==> config.mk <==
export PLATFORM = sky130hd
export DESIGN_NAME = register_file_scoreboard
export DESIGN_NICKNAME = d
export VERILOG_FILES = /design/src/rtl/register_file_scoreboard.sv
export SDC_FILE = /design/constraint.sdc
export NUM_CORES = 2
export LEC_CHECK = 0
export CELL_PAD_IN_SITES_DETAIL_PLACEMENT = 1
export CELL_PAD_IN_SITES_GLOBAL_PLACEMENT = 2
export CORE_AREA = 5 5 387 389
export CTS_CLUSTER_DIAMETER = 100
export DETAILED_ROUTE_END_ITERATION = 8
export DIE_AREA = 0 0 392 394
export GPL_ROUTABILITY_DRIVEN = 0
export PLACE_DENSITY_LB_ADDON = 0.1
export SLEW_MARGIN = 0
export SYNTH_ARGS = -nofsm -noshare
export SYNTH_HDL_FRONTEND = slang
export SYNTH_SLANG_ARGS = --single-unit
==> constraint.sdc <==
create_clock -name clk -period 2.6 [get_ports clk]
set_input_delay 0.26 -clock clk [delete_from_list [all_inputs] [get_ports clk]]
set_output_delay 0.26 -clock clk [all_outputs]
set_load 0.05 [all_outputs]
==> src/rtl/register_file_scoreboard.sv <==
// Register file with write-to-read forwarding and a per-register
// pending-write scoreboard that produces the issue stall.
module register_file_scoreboard #(
   parameter int DATA_LENGTH = 32,
   parameter int REGS_QTY = 32,
   parameter logic [DATA_LENGTH-1:0] SP_RST_VAL = 32'h7fffeffc,
   parameter logic [DATA_LENGTH-1:0] GP_RST_VAL = 32'h10008000,
   parameter int BYPASS = 1,
   localparam int ADDR_LENGTH = $clog2(REGS_QTY)
) (
   input  logic                   clk,
   input  logic                   rst,
   input  logic                   wr_en,
   input  logic [ADDR_LENGTH-1:0] wr_addr,
   input  logic [DATA_LENGTH-1:0] wr_data,
   input  logic [ADDR_LENGTH-1:0] rd_addr_a,
   input  logic [ADDR_LENGTH-1:0] rd_addr_b,
   output logic [DATA_LENGTH-1:0] rd_data_a,
   output logic [DATA_LENGTH-1:0] rd_data_b,
   input  logic                   iss_valid,
   input  logic [ADDR_LENGTH-1:0] iss_rd,
   input  logic [ADDR_LENGTH-1:0] iss_rs1,
   input  logic [ADDR_LENGTH-1:0] iss_rs2,
   input  logic                   iss_use_rd,
   input  logic                   iss_use_rs1,
   input  logic                   iss_use_rs2,
   output logic                   stall,
   output logic [REGS_QTY-1:0]    busy
);

   logic [DATA_LENGTH-1:0] regs_q [REGS_QTY];
   logic [DATA_LENGTH-1:0] regs_d [REGS_QTY];
   logic [REGS_QTY-1:0]    busy_q;
   logic [REGS_QTY-1:0]    busy_d;
   logic [REGS_QTY-1:0]    wr_hit;
   logic [REGS_QTY-1:0]    hazard_vec;
   logic                   wr_ok;
   logic                   haz_rs1;
   logic                   haz_rs2;
   logic                   haz_rd;
   logic                   iss_accept;

   function automatic logic in_range(input logic [ADDR_LENGTH-1:0] a);
      return int'(a) < REGS_QTY;
   endfunction

   function automatic logic [DATA_LENGTH-1:0] read_port(
      input logic [ADDR_LENGTH-1:0] a,
      input logic [DATA_LENGTH-1:0] stored
   );
      logic [DATA_LENGTH-1:0] v;
      v = stored;
      if (a == '0 || !in_range(a))
         v = '0;
      else if (BYPASS != 0 && wr_en && wr_addr == a)
         v = wr_data;
      return v;
   endfunction

   assign wr_ok = wr_en && wr_addr != '0 && in_range(wr_addr);

   always_comb begin
      wr_hit = '0;
      for (int r = 1; r < REGS_QTY; r++)
         wr_hit[r] = wr_en && (int'(wr_addr) == r);
      hazard_vec = busy_q & ~((BYPASS != 0) ? wr_hit : '0);
   end

   always_comb begin
      haz_rs1 = 1'b0;
      haz_rs2 = 1'b0;
      haz_rd  = 1'b0;
      if (iss_use_rs1 && in_range(iss_rs1))
         haz_rs1 = hazard_vec[iss_rs1];
      if (iss_use_rs2 && in_range(iss_rs2))
         haz_rs2 = hazard_vec[iss_rs2];
      // WAW is released by a same-cycle write whether or not bypass exists
      if (iss_use_rd && iss_rd != '0 && in_range(iss_rd))
         haz_rd = busy_q[iss_rd] && !wr_hit[iss_rd];
      stall      = iss_valid && (haz_rs1 || haz_rs2 || haz_rd);
      iss_accept = iss_valid && !stall;
   end

   always_comb begin
      regs_d = regs_q;
      if (wr_ok)
         regs_d[wr_addr] = wr_data;
   end

   always_comb begin
      busy_d = busy_q;
      if (wr_en && in_range(wr_addr))
         busy_d[wr_addr] = 1'b0;
      // set after clear so a same-edge reissue keeps the register pending
      if (iss_accept && iss_use_rd && in_range(iss_rd))
         busy_d[iss_rd] = 1'b1;
      busy_d[0] = 1'b0;
   end

   always_ff @(posedge clk or negedge rst) begin
      if (!rst) begin
         for (int i = 0; i < REGS_QTY; i++)
            regs_q[i] <= '0;
         regs_q[2] <= SP_RST_VAL;
         regs_q[3] <= GP_RST_VAL;
         busy_q    <= '0;
      end else begin
         regs_q <= regs_d;
         busy_q <= busy_d;
      end
   end

   assign rd_data_a = read_port(rd_addr_a, in_range(rd_addr_a) ? regs_q[rd_addr_a] : '0);
   assign rd_data_b = read_port(rd_addr_b, in_range(rd_addr_b) ? regs_q[rd_addr_b] : '0);
   assign busy      = busy_q;

endmodule

Word level (Yosys, flattened, before mapping):

Cells that the tools add are included.

* magnitude comparators: 10
* eq/ne operators: 33
* multiplexer cells: 30
* bitwise gates (word level): 8
* reduce and logical (&&, ||, !) cells: 50

Operators with widths (count)
* $bwmux W1024: 1
* $mux W32: 11
* $bmux W32 S5: 2
* $demux W32 S5: 1
* $eq A5 B5 Y1 const B: 16
* $and A32 B32 Y32: 2
* $not A32 Y32: 2
* $logic_and A1 B1 Y1: 42
* $eq A5 B4 Y1 const B: 8
* $or A32 B32 Y32: 1
* $lt A5 B6 Y1 const B: 4
* $bmux W1 S5: 4
* $eq A5 B3 Y1 const B: 4
* $ge A6 B6 Y1 const B: 3
* $not A5 Y6: 3
* $demux W1 S5: 2
* $eq A5 B2 Y1 const B: 2
* $eq A5 B5 Y1: 2
* $ge A5 B1 Y1 const B: 2
* $logic_not A5 Y1: 2
* $reduce_bool A5 Y1: 2
* $mux W1: 9
* $lt A6 B1 Y1 const B: 1
* $eq A5 B1 Y1 const B: 1
* other kinds (2): 4

* flip-flop bits (word level): 1055
* input bits: 69
* output and inout bits: 97
* word-level logic and storage cells: 164

Logic depth before layout (Yosys ltp):

* depth in word-level cells: 14
* depth in mapped cells: 11

Worst setup path after synthesis:

No wires, ideal clock.

* kind: input-to-output
* from: input port rd_addr_a[2]
* to: output port rd_data_a[14]
* arrival time: 2981 ps
* slack: -641 ps
* cell stages on the path: 8
* buffers on the path: 4
* cell sequence: buf_4 buf_2 clkbuf_1 clkbuf_1 a211oi_1 a211oi_1 a21oi_1 a211oi_1

* word-level cells in the longest chain between the ends: 6
* elaborated cells on any way between the ends: 9

RTL lines
* start, declared: RTL line 16 `input logic [ADDR_LENGTH-1:0] rd_addr_a,`
* $not A5 Y6 (not written as such): RTL line 113 `assign rd_data_a = read_port(rd_addr_a, in_range(rd_addr_a) ? regs_q[rd_addr_a] : '0);`
* $bmux W32 S5: RTL line 113
* $mux W32 (not written as such) (2 in series): RTL line 113
* $mux W32: RTL line 55 `else if (BYPASS != 0 && wr_en && wr_addr == a)`
* $mux W32 (*): RTL line 53 `if (a == '0 || !in_range(a))`
* end, declared: RTL line 18 `output logic [DATA_LENGTH-1:0] rd_data_a,`

Mark *: on every way between the ends. The rest lies on a longest branch, timed or not. The select of a mux whose other input is x is not followed.

Worst setup path after layout:

* from: register regs_q[287] (netlist name)
* to: output port rd_data_a[31]

* word-level cells in the longest chain between the ends: 5

RTL lines
* start, declared: RTL line 31 `logic [DATA_LENGTH-1:0] regs_q [REGS_QTY];`
* start signal, assigned: RTL line 108 `regs_q <= regs_d;`
* $bmux W32 S5: RTL line 113
* $mux W32 (not written as such) (2 in series): RTL line 113
* $mux W32: RTL line 55
* $mux W32: RTL line 53

No other way between the ends. The select of a mux whose other input is x is not followed.

==> summary.md <==
| Metric | Value |
|---|---|
| RR Endpoint | busy[31] |
| Largest net degree at the start of global routing | 86 |
| Initial cell density of the core | between 30% and 40% |
| Max-Cap Viols | 0 |
| Gr usage total | 27.5% |
| Die extent in x | 392 µm |
| # IOs | 166 |
| Worst R2R Start | busy[20] |
| Number of routed nets with antenna violations | 0 |
| Synthesized area | 57900 µm² |
| RSZ-0062 raised after global routing | true |
| PortBufs | around 160 |
| Leak | 31.3 nW |
| Synth Area per Inst | 14.1 µm² |
| Worst Path Arrival | about 2.8 ns |
| PwrDens | 755 nW/µm² |
| Initial DRC count | 2499 |
| Ys Warns | 0 |
| Max Root-Sink Buffers | 3 |
| Reg2reg path depth | 10 |
| CTS Root Cell | clkbuf_16 |
| Core area | 146000 µm² |
| Clock slew at reported path FFs | 0.06 ns |
| Max VDD drop | 0.638 mV |
| Yosys reg bits | 1055 |
| Synth-to-layout area growth | 24.5% |
| DIE AREA | around 150000 µm² |
| First-pass GRT wire length | 309000 µm |
| Nets | 4588 |
| Post-Synthesis Cells | 4121 |
| Min Tclk post-route | 3.02 ns |
| Worst-margin pin slew | 1.13 ns |
| Gr ovfl total | 0 |
| Max-slew violations | 0 |
| Vias in the first global route | approximately 43000 |
| Top cell type's share of synthesized area | 44.3% |
| Die height | 394 µm |
| Syn_nets | 4190 |
| Final routed DRC violation total | 0 |
| Power Total | approximately 54 mW |
| Cell row count | 141 |
| Initial antenna violation count | 0 |
| WL/cell | approximately 32 µm |
| Most frequent cells in the layout | dfrtp_1 (1016), mux2_2 (833), mux4_2 (610) |
| Top post-synthesis cells by area | dfrtp_1 (44%), mux4_2 (24%), mux2_2 (16%), nand2_1 (3.7%), clkbuf_1 (2.0%) |
| Clk Latency, worst-skew pair | roughly 0.75 ns |
| Crit Path Category | flip-flop to output port |
| Fin Hold WS | approximately 0.1 ns |
| Via count | just under 40000 |
| Synth Flop Type | dfrtp_1 |
| Cell accounting for the most synthesized area | dfrtp_1 |
| Fin Clk Skew | approximately 0.0064 ns |
| Status | finished with violations |
| Max FO, Critical Path | 3 |
| Crit path launch type | flip-flop |
| Hold Vio Cnt, Final | 0 |
| Violated checks | negative setup slack |
| CTS tree | built |
| Setup ws final | -0.425 ns |
| Fmax | ~330 MHz |
| Final wirelength | 211000 µm |
| Vias/cell | 6.00 |
| Final HPWL DP | approximately 130000 µm |
| R2R setup slack | 0.27 ns |
| CP endpoint kind | output port |
| Async SR Flop Fraction | between 90% and 100% |
| Final setup fails | 65 |
| Clk sink count | 1055 |
| Commonest non-fill, non-tap cell in the layout | dfrtp_1 |
| Register area share after synthesis | 45.6% |
| Number of synthesized flops with an enable pin | 0 |
| Synth cell types | 70 |
| TritonRoute pass-1 iters | 7 |
| H-tree levels | 4 |
| Period Utilization, post-route | 116% |
| Total CTS buffers | 131 |
| Worst slack at placement | -0.511 ns |
| Worst relative slew slack | 24.4% |
| Hold Crit Class | primary input to asynchronous set/reset pin |
| Layout cells sized above 1 | 55.0% |
| Worst EP required | 2.34 ns |
-- logic make-up (layout without fill, tap and decap cells) --
family | count (synthesis) | in the layout | synth area share [%]
flops | 1055 | 1055 | 45.6
compound gates | 249 | 249 | 3.34
mux | 1546 | 1546 | 41.7
xor+xnor | 13 | 13 | 0.197
simple gates | 780 | 780 | 5.70
other cells | 1 | 3 | 0.00647
buf+inv | 477 | 979 | 3.44
-- flip-flops by register name (all words and copies together) (netlist names) --
signal and count:
regs_q 1024, busy 31
-- area by class of cell --
| cell class | count | area (µm²) |
|---|---|---|
| Clock buffer | 199 | 3890 |
| Inverter | 12 | 45.0 |
| Multi-Input combinational cell | 2589 | 31000 |
| Clock inverter | 38 | 425 |
| Fill cell | 14200 | 74300 |
| Timing Repair Buffer | 730 | 7910 |
| Antenna cell | 2 | 5.00 |
| Sequential cell | 1055 | 26400 |
| Tap cell | 1930 | 2410 |
-- stage by stage --
| step | area, µm² | util (%) | std cells | TNS [ns] |
|---|---|---|---|---|
| detailed placement | 66900 | 45.7 | 6281 | -125.53 |
| CTS | 71900 | 49.1 | 6537 | -24.44 |
| global route | 72200 | 49.3 | 6553 | -26.18 |
| floorplan | 58800 | - | 4121 | -2.16 |
| finish | 72200 | 49.3 | 6555 | -20.52 |
| global placement | 66900 | 45.7 | 6281 | -108.06 |
-- power by group --
group	total [mW]	internal, mW	leakage [nW]	switching (mW)
Clock	18.4	10.9	2.12	7.50
Combinational	14.1	8.07	15.7	6.07
Sequential	21.9	19.6	13.5	2.31
Total	54.5	38.6	31.3	15.9
-- synth_stat cells (all sizes together), types with 32 or more instances --
cell type / count
dfrtp: 1025
mux2: 834
mux4: 610
nand2: 576
clkbuf: 315
buf: 150
a211oi: 115
mux2i: 102
nor2: 90
a21oi: 42
nor2b: 34
o31ai: 32
-- routing by layer --
metal,track usage [%],share of wire (%)
met1,38.7,44
met2,44.7,49
met3,4.51,4.8
met4,7.16,2.7
met5,0.219,0.023
-- worst max-delay path by stage --
stage	start	end	slack (ns)
finish	regs_q[287]	rd_data_a[31]	-0.42
global route	regs_q[770]	rd_data_a[2]	-0.50
CTS	regs_q[287]	rd_data_a[31]	-0.49
detailed placement	wr_addr[4]	stall	-0.51
global placement	wr_addr[4]	stall	-0.46
floorplan	rd_addr_a[2]	rd_data_a[14]	-0.18
-- worst max-delay path: stages (launching register included) --
cell	delay (ns)
dfrtp_1	0.38
mux4_2	0.50
mux4_2	0.49
mux2i_2	0.21
buf_4	0.19
a211oi_4	0.06
buf_6	0.17
-- repair_timing --
action,in CTS,in global routing
pin swaps,90,34
setup buffers,26,18
setup endpoints to repair,65,65
hold buffers,1,0
resized for setup,127,34
hold endpoints to repair,664,0
Power figures use the tool's default switching activity.
